===== src/rtl/pc_return_stack.sv =====
// Return-address LIFO for the RAT CPU program counter.
// CALL pushes the return address, RET pops it; the top entry is held in a register.
module pc_return_stack #(
    parameter int ADDR_W = 10,
    parameter int DEPTH  = 32
) (
    input  logic                       clk_i,
    input  logic                       rst_ni,
    input  logic                       push_i,
    input  logic                       pop_i,
    input  logic [ADDR_W-1:0]          push_addr_i,
    input  logic                       clr_err_i,
    output logic [ADDR_W-1:0]          from_stack_o,
    output logic                       empty_o,
    output logic                       full_o,
    output logic [$clog2(DEPTH):0]     count_o,
    output logic                       overflow_o,
    output logic                       underflow_o
);

    localparam int PTR_W = $clog2(DEPTH);
    localparam int CNT_W = PTR_W + 1;

    logic [ADDR_W-1:0] mem_q [DEPTH];

    logic [CNT_W-1:0]  count_q, count_d;
    logic [ADDR_W-1:0] top_q, top_d;
    logic              overflow_q, overflow_d;
    logic              underflow_q, underflow_d;

    logic              isEmpty, isFull;
    logic              wrEn;
    logic [PTR_W-1:0]  wrIdx;
    logic [PTR_W-1:0]  topIdx, belowIdx;

    assign isEmpty  = (count_q == '0);
    assign isFull   = (count_q == CNT_W'(DEPTH));

    // Index arithmetic wraps within PTR_W bits, so a full stack (low bits 0) still
    // resolves its top entry to DEPTH-1.
    assign topIdx   = count_q[PTR_W-1:0] - PTR_W'(1);
    assign belowIdx = count_q[PTR_W-1:0] - PTR_W'(2);

    always_comb begin
        count_d     = count_q;
        top_d       = top_q;
        overflow_d  = overflow_q & ~clr_err_i;
        underflow_d = underflow_q & ~clr_err_i;
        wrEn        = 1'b0;
        wrIdx       = count_q[PTR_W-1:0];

        unique case ({push_i, pop_i})
            2'b10: begin
                if (isFull) begin
                    overflow_d = 1'b1;
                end else begin
                    wrEn    = 1'b1;
                    wrIdx   = count_q[PTR_W-1:0];
                    count_d = count_q + CNT_W'(1);
                    top_d   = push_addr_i;
                end
            end
            2'b01: begin
                if (isEmpty) begin
                    underflow_d = 1'b1;
                end else begin
                    count_d = count_q - CNT_W'(1);
                    top_d   = (count_q >= CNT_W'(2)) ? mem_q[belowIdx] : '0;
                end
            end
            2'b11: begin
                // Simultaneous CALL/RET replaces the top; on an empty stack it degrades to a push.
                wrEn  = 1'b1;
                top_d = push_addr_i;
                if (isEmpty) begin
                    wrIdx       = '0;
                    count_d     = CNT_W'(1);
                    underflow_d = 1'b1;
                end else begin
                    wrIdx = topIdx;
                end
            end
            default: begin
            end
        endcase
    end

    always_ff @(posedge clk_i) begin
        if (!rst_ni) begin
            count_q     <= '0;
            top_q       <= '0;
            overflow_q  <= 1'b0;
            underflow_q <= 1'b0;
        end else begin
            count_q     <= count_d;
            top_q       <= top_d;
            overflow_q  <= overflow_d;
            underflow_q <= underflow_d;
        end
    end

    // Storage is never cleared; reset only suppresses the write.
    always_ff @(posedge clk_i) begin
        if (rst_ni && wrEn) begin
            mem_q[wrIdx] <= push_addr_i;
        end
    end

    assign from_stack_o = top_q;
    assign empty_o      = isEmpty;
    assign full_o       = isFull;
    assign count_o      = count_q;
    assign overflow_o   = overflow_q;
    assign underflow_o  = underflow_q;

endmodule

===== config.mk =====
export PLATFORM = sky130hd
export DESIGN_NAME = pc_return_stack
export DESIGN_NICKNAME = d
export VERILOG_FILES = /design/src/rtl/pc_return_stack.sv
export SDC_FILE = /design/constraint.sdc
export NUM_CORES = 1
export LEC_CHECK = 0
export CAP_MARGIN = 20
export CORE_ASPECT_RATIO = 0.5
export CORE_MARGIN = 1.5
export CORE_UTILIZATION = 55
export CTS_CLUSTER_SIZE = 30
export DETAILED_ROUTE_END_ITERATION = 10
export PLACE_DENSITY_LB_ADDON = 0.05
export SYNTH_ARGS = -nofsm -noshare
export SYNTH_HDL_FRONTEND = slang
export SYNTH_SLANG_ARGS = --single-unit

===== constraint.sdc =====
create_clock -name clk_i -period 5.7 [get_ports clk_i]
set_input_delay 0.57 -clock clk_i [delete_from_list [all_inputs] [get_ports clk_i]]
set_output_delay 0.57 -clock clk_i [all_outputs]
set_load 0.03 [all_outputs]

==> results.yml, run 1 <==
run_status:
  run_status: "complete, no violations"
routing:
  detail-route-antenna-nets: 0
  wl_met3_um: 2390
  drc: 0
  wl_per_cell_um: 26.5
  top_layer_used: "met4"
  viasPerCell: 6.34
  vias: 7720
  wl_met1_um: 14400
  first_pass_iters: 5
  drt_iter0_drc: 788
  drt-total-wl_um: 32300
  dr_wl_met2_um: 14900
sta:
  clock-skew-final_ns: 0.0137
  rsz0062_at_grt: "no"
  setup_violations: 0
  drv_slew: 0
  layout_min_cycle_time_ns: 3.86
  holdWs_ns: 0.482
  worst_pin_slew_ns: 1.06
  setup_tns_ns: 0
  post-route-period-util: 0.677
  hold_viol_final: 0
  max_freq_mhz: 259
  slew_headroom: 0.291
pwr:
  irDropWorstVdd_mv: 0.187
  total_leakage_power_nw: 4.84
  p_per_area_nw_per_um2: 376
  total_power_w: 0.00588
clock_tree:
  cts_root_buf: "clkbuf_16"
  postCtsHoldBufs: 0
  cts_setup_buffers: 0
  cts_htree_levels: 1
  clock_sinks: 338
  clk_latency_ns: 0.56
  clk_pin_slew_worst_paths_ns: 0.07
  cts_tree: "done"
  cts_buffer_depth: 3
  numCtsBuffers: 29
  ctsResizeCount: 0
final_layout:
  n_antenna_cell: 0
  drive_gt1_frac: 0.200
  regArea_um2: 9980
  finalNonFillerCells: 1217
  fin_util: 0.641
  num-fill-cells: 1776
  nets: 879
  area_delta_synth_final_pct: 12.5
  multiInputGateArea_um2: 3720
setup_path:
  crit_family: "simple AND/OR/NAND/NOR gates"
  required_ns: 5.89
  critPathLaunchType: "flop"
  end_kind: "flop"
  slowest_delay_ns: 0.93
  cp_slowest_cell: "nor2_1"
  critical_path_class: "flop to flop"
  path_cells: "inv_2 -> ha_1 -> nor4b_1 -> a21oi_1 -> o22ai_1 -> nand4_1 -> nor2_1"
  crit_path_max_fanout: 28
  cp_num_buf_inv: 1
  cp.arrival_ns: 4.05
logic_synthesis:
  yosys.cell_types.count: 63
  synth_edf_count: 320
  synth_area_um2: 13900
  yosysWarnings: 0
  syn_area_per_cell_um2: 17.0
  syn_inst: 817
  ys_ff_latch: 338
  synthesis.nets: 838
  async_flop_share: 0
  ys_seq_area_frac: 0.717
  synth-main-ff-cell: "edfxtp_1"
place:
  dp_hpwl_um: 20100
  port_buffers: 34
  numPlacedInstances: 1161
  gp_congestion: 0.886
global_routing:
  grt_pass1_wl_um: 48200
  grt_pass1_vias: 7519
  antenna_found_initial: 0
  grt_usage: 0.252
  grt_max_degree: 59
  grt-ovfl-total: 0
die:
  core_area_um2: 24400
  dieWidth_um: 228
  fp.dieH_um: 115
  floorplan.die_area_um2: 26300
  io_pins: 35
  std_cell_rows: 40
  start_util: 0.570
min_path:
  hold_class: "flop to flop"
job:
  cap_violations: 0
## cell families (layout without fill, tap and decap cells)
family / Yosys count / in the layout / synth area share
flops: 338 / 338 / 0.717
simple gates: 172 / 172 / 0.0629
mux: 94 / 94 / 0.124
fa+ha+maj: 6 / 6 / 0.00540
xor+xnor: 3 / 3 / 0.00189
compound gates: 148 / 148 / 0.0707
buf+inv: 56 / 120 / 0.0183
## worst min-delay path: stages (launching register included)
cell	delay, ns
dfxtp_1	0.32
nand2b_1	0.07
a21oi_1	0.05
## layout by cell type, fill, tap and decap left out, drive strengths merged, types with 3 or more instances in the layout
master	n
nor2	42
a2111oi	12
buf	24
clkdlybuf4s50	34
nor3	6
mux4	60
dfxtp	18
and3	4
nand4	4
o211ai	3
ha	6
or3	4
o21ai	41
edfxtp	320
o22ai	12
nor2b	13
nor3b	8
a32oi	3
mux2i	6
nand3b	8
mux2	28
nor4	3
a211oi	7
a31oi	13
o221ai	9
a21oi	28
inv	11
clkbuf	41
nand3	14
clkinv	7
nand2	49
nand2b	8
bufinv	3
## flip-flops by register name, summed over array words and instances, names as in the netlist
name,count
underflow_o,1
overflow_o,1
from_stack_o,10
count_o,6
mem_q,320
## cell usage after synthesis (all sizes together), types with 7 or more instances
cell type	number	share of area
edfxtp	320	0.69
mux4	60	0.097
nand2	49	0.013
nor2	42	0.012
o21ai	41	0.016
buf	30	0.011
a21oi	28	0.010
mux2	28	0.023
clkbuf	18	0.0049
dfxtp	18	0.026
nand3	14	0.0050
a31oi	13	0.0069
nor2b	13	0.0058
a2111oi	12	0.0076
o22ai	12	0.0054
o221ai	9	0.0057
inv	8	0.0022
nand2b	8	0.0036
nand3b	8	0.0043
nor3b	8	0.0043
a211oi	7	0.0038
## final cells by class
class	count	share of cell area
sequential	338	0.637
multi-input combinational	423	0.238
clock buffer	41	0.0531
timing repair buffer	58	0.0333
tap	336	0.0269
clock inverter	13	0.00959
inverter	8	0.00192
## metal layers
layer | vias to the layer above | GRT usage
met5 | - | 0
met4 | 0 | 0.0499
met3 | 44 | 0.0448
met2 | 323 | 0.399
met1 | 3969 | 0.376
li1 | 3384 | -
## through the flow
step / setup slack [ns] / instance area (um2)
6_report: 1.84 / 15700
4_1_cts: 1.78 / 15600
3_3_place_gp: 1.61 / 14700
3_5_place_dp: 1.75 / 14700
5_1_grt: 1.55 / 15700
2_1_floorplan: 1.70 / 13900
## final timing paths
path	depth (start not counted)	start	endpoint	slack (ns)
worst min-delay path	2	overflow_o$_SDFF_PN0_	overflow_o$_SDFF_PN0_	0.48
worst max register to register	7	count_o[0]$_SDFFE_PN0P_	mem_q[26][5]$_DFFE_PP_	1.84
worst max-delay path	7	count_o[0]$_SDFFE_PN0P_	mem_q[26][5]$_DFFE_PP_	1.84
worst min register to register	2	overflow_o$_SDFF_PN0_	overflow_o$_SDFF_PN0_	0.48
## where the power goes
part           switching [W]  total (W)  internal (W)
Combinational       0.000623    0.00102      0.000397
Sequential         0.0000646    0.00283       0.00276
Clock               0.000875    0.00203       0.00116
(Power assumes the default switching activity.)
==> run 2, diff against run 1 <==
==> constraint.sdc (replaced) <==
create_clock -name clk_i -period 3.5 [get_ports clk_i]
set_input_delay 0.35 -clock clk_i [delete_from_list [all_inputs] [get_ports clk_i]]
set_output_delay 0.35 -clock clk_i [all_outputs]
set_load 0.03 [all_outputs]
==> run 2 against run 1 <==
Effect of this change: die area did not move; non-clock buffer count grew 40; utilization increased by 1.1 points; design area up 1.7%; cell count is 3.2% higher; critical path depth grew 1; global-route usage up 0.76 points; via count up 1.0%; combinational power rose by 76%; sequential power grew 60%; worst hold slack lost 0.012 ns.
==> results.yml, run 2 (synthesis gave the netlist of run 1 again) <==
routing:
  wl_per_cell_um: 26.2
  viasPerCell: 6.21
  drt_iter0_drc: 799
  drc: 0
  vias: 7797
  detail-route-antenna-nets: 0
  first_pass_iters: 5
  drt-total-wl_um: 32900
place:
  placed_cell_area_um2: 15000
  port_buffers: 34
  dp_hpwl_um: 20700
  gp_congestion: 0.859
global_routing:
  grt_usage: 0.259
  grt_pass1_wl_um: 49700
  grt_max_degree: 87
  grt_pass1_vias: 7820
  grt-ovfl-total: 0
  antenna_found_initial: 1
sta:
  worst_pin_slew_ns: 1.03
  setup_violations: 0
  slew_headroom: 0.310
  rsz0062_at_grt: "no"
  layout_min_cycle_time_ns: 3.22
  holdWs_ns: 0.470
  clock-skew-final_ns: 0.0127
  hold_viol_final: 0
  post-route-period-util: 0.920
  setup_tns_ns: 0
  drv_slew: 0
  max_freq_mhz: 310
min_path:
  whs_path_depth: 3
  hold_class: "input pin to flop"
  hold_end: "overflow_o$_SDFF_PN0_"
  min_from: "clr_err_i"
setup_path:
  critical_path_class: "flop to flop"
  reg2regPathDepth: 8
  cp.arrival_ns: 3.53
  reg2reg_setup_slack_ns: 0.28
  end_kind: "flop"
  required_ns: 3.81
  r2r_end: "mem_q[13][4]$_DFFE_PP_"
  critPathLaunchType: "flop"
  r2r_start: "count_o[1]$_SDFFE_PN0P_"
  crit_path_max_fanout: 10
final_layout:
  final_cell_mix: "edfxtp_1, buf_4, mux4_2, nand2_1, nor2_1"
  drive_gt1_frac: 0.232
  layout_commonest_cell: "edfxtp_1"
  regMostFlops: "mem_q"
  fin_util: 0.652
  area_delta_synth_final_pct: 14.4
  largest_reg_flops: 320
  nets: 919
  stdcell_area_um2: 15900
clock_tree:
  clk_latency_ns: 0.55
  numCtsBuffers: 29
  clk_pin_slew_worst_paths_ns: 0.07
  cts_buffer_depth: 3
  ctsResizeCount: 0
  cts_htree_levels: 1
  clock_sinks: 338
  postCtsHoldBufs: 0
  cts_root_buf: "clkbuf_16"
  cts_setup_buffers: 0
  cts_tree: "done"
die:
  floorplan.die_area_um2: 26300
  std_cell_rows: 40
  core_area_um2: 24400
  dieWidth_um: 228
  start_util: 0.570
  io_pins: 35
  fp.dieH_um: 115
pwr:
  p_per_area_nw_per_um2: 589
  total_leakage_power_nw: 4.99
  irDropWorstVdd_mv: 0.374
run_status:
  run_status: "complete, no violations"
job:
  cap_violations: 0
## run 2: how the worst max path moves through the flow
stage                             from                      to
5_1_grt        count_o[1]$_SDFFE_PN0P_  mem_q[13][9]$_DFFE_PP_
3_5_place_dp   count_o[1]$_SDFFE_PN0P_  mem_q[13][4]$_DFFE_PP_
4_1_cts        count_o[1]$_SDFFE_PN0P_  mem_q[13][4]$_DFFE_PP_
3_3_place_gp   count_o[1]$_SDFFE_PN0P_  mem_q[30][2]$_DFFE_PP_
6_report       count_o[1]$_SDFFE_PN0P_  mem_q[13][4]$_DFFE_PP_
2_1_floorplan  count_o[0]$_SDFFE_PN0P_  mem_q[28][0]$_DFFE_PP_
## run 2: report_power, final
part | total [W] | internal (W) | switching (W) | leakage, nW
clock | 0.00305 | 0.00166 | 0.00139 | 0.425
sequential | 0.00453 | 0.00450 | 0.0000339 | 3.03
combinational | 0.00180 | 0.000706 | 0.00110 | 1.54
total | 0.00938 | 0.00686 | 0.00252 | 4.99
## run 2: metal layers
| layer | up-vias | routed length (um) | global-route usage |
|---|---|---|---|
| met3 | 34 | 2590 | 0.0576 |
| met1 | 4058 | 14900 | 0.389 |
| met4 | 0 | 497 | 0.0499 |
| met5 | - | 0 | 0 |
| met2 | 251 | 14900 | 0.400 |
| li1 | 3454 | - | - |
## run 2: through the flow
step	cells	power, W	setup slack [ns]
CTS	1255	0.00943	0.342
floorplan	817	0.00578	-0.0426
global placement	1203	0.00641	0.459
finish	1256	0.00938	0.279
detailed placement	1203	0.00642	0.376
global route	1255	0.00973	0.0773
## run 2: layout make-up
type	instances	area [um2]
Timing Repair Buffer	98	846
Fill cell	1789	8500
Clock inverter	13	90.1
Inverter	8	30.0
Sequential cell	338	9980
Tap cell	336	420
Antenna cell	1	2.50
Multi-Input combinational cell	423	3760
Clock buffer	39	793
## run 2: worst max-delay path, stage by stage (launching register included)
cell and delay, ns:
dfxtp_4 0.35, inv_1 0.16, ha_1 0.20, nor4b_1 0.62
a211oi_1 0.22, a22o_1 0.25, a211oi_1 0.85, nor3b_2 0.09
buf_4 0.22
==> run 3, diff against run 2 <==
--- a/config.mk
+++ b/config.mk
@@ -11,6 +11,7 @@
 export CORE_UTILIZATION = 55
 export CTS_CLUSTER_SIZE = 30
 export DETAILED_ROUTE_END_ITERATION = 10
+export DONT_BUFFER_PORTS = 1
 export PLACE_DENSITY_LB_ADDON = 0.05
 export SYNTH_ARGS = -nofsm -noshare
 export SYNTH_HDL_FRONTEND = slang
==> run 3 against run 2 <==
Effect of this change: wire length is essentially flat; clock skew grew 0.0014 ns; fmax grew 3.4%; via count shrank 0.63%; utilization shrank 0.26 points; non-clock buffer count shrank 36; largest cell class unchanged; highest routed layer unchanged.
==> results.yml, run 3 (synthesis gave the netlist of run 1 again) <==
global_routing:
  top_usage_layer: "met1"
  grt_max_degree: 87
  grt-ovfl-total: 0
  grt_usage: 0.258
  use_met2: 0.389
  grt_use_met3: 0.0492
  grt_pass1_wl_um: 49000
  grt_util_met1: 0.398
  antenna_found_initial: 0
  grt_pass1_vias: 7299
pwr:
  total_leakage_power_nw: 4.98
  irDropWorstVdd_mv: 0.383
  p_per_area_nw_per_um2: 614
clock_tree:
  cts_buffer_depth: 3
  cts_htree_levels: 1
  clk_latency_ns: 0.57
  clk_pin_slew_worst_paths_ns: 0.07
  numCtsBuffers: 29
  cts_root_buf: "clkbuf_16"
  cts_setup_buffers: 0
  cts_tree: "done"
  clock_sinks: 338
routing:
  drt-total-wl_um: 32900
  wl_per_cell_um: 26.9
  detail-route-antenna-nets: 0
  viasPerCell: 6.35
  drc: 0
  first_pass_iters: 5
  drt_iter0_drc: 824
  vias: 7748
place:
  placed_cell_area_um2: 14500
  port_buffers: 0
  numPlacedInstances: 1151
  dp_hpwl_um: 19500
  gp_congestion: 0.861
  dp_slack_ns: 0.323
final_layout:
  final_cell_mix: "edfxtp_1, mux4_2, nand2_1, buf_4, nor2_1"
  drive_gt1_frac: 0.241
  fin_util: 0.649
  stdcell_area_um2: 15900
  num-fill-cells: 1724
  area_delta_synth_final_pct: 14.0
  regMostFlops: "mem_q"
  largest_reg_flops: 320
  nets: 883
  n_antenna_cell: 0
  finalNonFillerCells: 1221
  layout_commonest_cell: "edfxtp_1"
setup_path:
  required_ns: 3.69
  r2r_start: "count_o[1]$_SDFFE_PN0P_"
  cp.arrival_ns: 3.30
  critical_path_class: "flop to flop"
  crit_path_max_fanout: 10
  startpoint: "count_o[1]$_SDFFE_PN0P_"
  critPathLaunchType: "flop"
  end_kind: "flop"
sta:
  slew_headroom: 0.391
  layout_min_cycle_time_ns: 3.11
  drv_slew: 0
  max_freq_mhz: 321
  setup_violations: 0
  clock-skew-final_ns: 0.0141
  holdWs_ns: 0.0179
  rsz0062_at_grt: "no"
  hold_viol_final: 0
  setup_ws_ns: 0.386
  worst_pin_slew_ns: 0.909
  post-route-period-util: 0.890
die:
  fp.dieH_um: 115
  core_area_um2: 24400
  dieWidth_um: 228
  std_cell_rows: 40
  io_pins: 35
  start_util: 0.570
  floorplan.die_area_um2: 26300
min_path:
  min_from: "push_addr_i[3]"
  hold_class: "input pin to flop"
job:
  cap_violations: 0
run_status:
  run_status: "complete, no violations"
[run 3: layout make-up]
class | instances | area [um2] | share of cell area
multi-input combinational | 423 | 3760 | 0.237
clock inverter | 19 | 267 | 0.0168
clock buffer | 35 | 778 | 0.0491
tap | 336 | 420 | 0.0265
timing repair buffer | 62 | 618 | 0.0390
inverter | 8 | 30.0 | 0.00189
sequential | 338 | 9980 | 0.629
[run 3: routing by layer]
layer / part of all wire / routed length (um)
met1: 0.44 / 14300
met2: 0.45 / 14800
met3: 0.092 / 3010
met4: 0.023 / 742
met5: 0 / 0
[run 3: path summary, 6_finish.rpt]
kind	slack [ns]	to	cells after the start
min	0.02	from_stack_o[3]$_SDFFE_PN0P_	2
max	0.39	mem_q[14][4]$_DFFE_PP_	8
min reg2reg	0.62	overflow_o$_SDFF_PN0_	2
max reg2reg	0.39	mem_q[14][4]$_DFFE_PP_	8
[run 3: critical path: stages, from the launching register on]
cell     delay [ns]
dfxtp_4        0.35
inv_1          0.18
ha_1           0.19
nor4b_1        0.56
a21oi_1        0.15
o22ai_1        0.24
nand4_1        0.12
buf_4          0.19
nor3b_2        0.76
[run 3: timing repair]
item                                    4_1_cts  5_1_grt
endpoints found under the hold margin       334        0
hold buffers                                 16        0
endpoints found under the setup margin        0       30
gates resized for setup                       0        1
[run 3: stage by stage]
stage	total power, W	setup TNS, ns
floorplan	0.00578	-1.05
global placement	0.00620	0
detailed placement	0.00622	0
CTS	0.00979	0
global route	0.0101	0
finish	0.00974	0
[run 3: report_power, final]
part           total [W]  switching (W)  internal [W]
combinational    0.00166        0.00100      0.000653
clock            0.00351        0.00142       0.00209
sequential       0.00457      0.0000760       0.00450
total            0.00974        0.00250       0.00724
==> RTL change, RTL diff (config.mk and constraints of run 1) <==
Put one more register stage on the output `count_o`, without a reset. The value now appears one clock later. The other outputs are not delayed to match.
--- a/src/rtl/pc_return_stack.sv
+++ b/src/rtl/pc_return_stack.sv
@@ -109,7 +109,9 @@
     assign from_stack_o = top_q;
     assign empty_o      = isEmpty;
     assign full_o       = isFull;
-    assign count_o      = count_q;
+    always_ff @(posedge clk_i) begin
+        count_o <= count_q;
+    end
     assign overflow_o   = overflow_q;
     assign underflow_o  = underflow_q;
 
Behaviour: not the same (Yosys sat finds a counterexample within 4 cycles, from zero or initial values and one cycle with rst_ni low).
==> RTL change against run 1 <==
  * Setup slack improved by 0.064 ns
  * Sequential share of layout area increased by 0.72 points
  * Design area about the same
  * Wire length increased by 0.38%
  * Clock skew increased by 0.0019 ns
  * Synthesized area increased by 0.13%
  * Die area increased by 0.12%
  * Total power increased by 2.7%
  * Sequential cell count increased by 6
  * Combinational power decreased by 4%
  * Largest power group unchanged
==> RTL change: results (changes against run 1) <==
metric,value,unit,change
multiplexer area fraction after synthesis,13.5,%,+1.1 points
hpwl dp,20200,um,+0.35%
top post-synthesis cells by area,"edfxtp_1 69%, mux4_2 10%, dfxtp_1 3.4%",,
Commonest cells post-synth,"320 x edfxtp_1, 64 x mux4_2, 50 x nor2_1",,
Hold EP,count_o[5],,
largest net degree at the start of global routing,68,,+15%
syn_area_per_cell,18.0,um2,+5.8%
number of nets in the layout,836,,-4.9%
total track usage,25.4,%,+0.19 points
Worst-Margin Slew,1.11,ns,+0.0503 ns
hold path startpoint,count_q[5],,
xor and xnor area share after synthesis,0.377,%,+0.19 points
Register-to-Register Path Depth,8,,+1
Clock H-tree levels,1,,unchanged
critical path's largest stage delay,0.82,ns,-0.11 ns
DRT iter0 DRCs,969,,+23%
routability cong.,0.890,,+0.44%
CTS buffer count,30,,+3.4%
peak supply drop,0.000234,V,+25%
# placed instances,1115,,-4.0%
status,"complete, no violations",,
via count of the first global-routing pass,7109,,-5.5%
Leakage Power,4.88,nW,+0.90%
Hold Slack,0.465,ns,-0.0168 ns
reg2reg end,mem_q[5][9],,
sequential-to-total area share from yosys stat,72.4,%,+0.77 points
internal power,0.00450,W,+4.2%
DR vias,7454,,-3.4%
WL final,32400,um,+0.38%
Synth Net Count,794,,-5.3%
crit path launch,count_q[2],,
placed inst area,0.0145,mm2,-0.80%
vias per cell,6.34,,about the same
max frequency,263,MHz,+1.7%
crit path DAT,3.97,ns,-0.08 ns
WHS Path Cells,0,,-2
"critical path fanouts, max",15,,-46%
dpl ws,1.85,ns,+0.0987 ns
first-pass GRT wire length,48000,um,-0.43%
RTL change: cell types whose count changed after synthesis, sizes merged, moves of 8 or more:
| cell | run 1 | this run |
|---|---|---|
| mux2 | 28 | 1 |
| a31oi | 13 | 0 |
| o21ai | 41 | 16 |
| nand2 | 49 | 34 |
| a221oi | 0 | 13 |
| o22ai | 12 | 2 |
| nor2 | 42 | 50 |
| a21oi | 28 | 19 |
| o221ai | 9 | 0 |
| nor3 | 6 | 18 |
| a22oi | 0 | 10 |
| mux2i | 6 | 43 |
RTL change: final cells by class:
cell class,instances,area [um2]
Inverter,7,26.3
Fill cell,1769,8760
Tap cell,336,420
Multi-Input combinational cell,377,3530
Timing Repair Buffer,55,509
Clock inverter,19,248
Sequential cell,344,10100
Clock buffer,37,828
RTL change: routing by layer:
metal  up-vias  track usage, %  share of wire, %
met5         -               0                 0
met3        28            5.51               8.9
met1      3864            38.8                45
met2       346            38.8                45
met4         0            3.71               1.0
li1       3216               -                 -
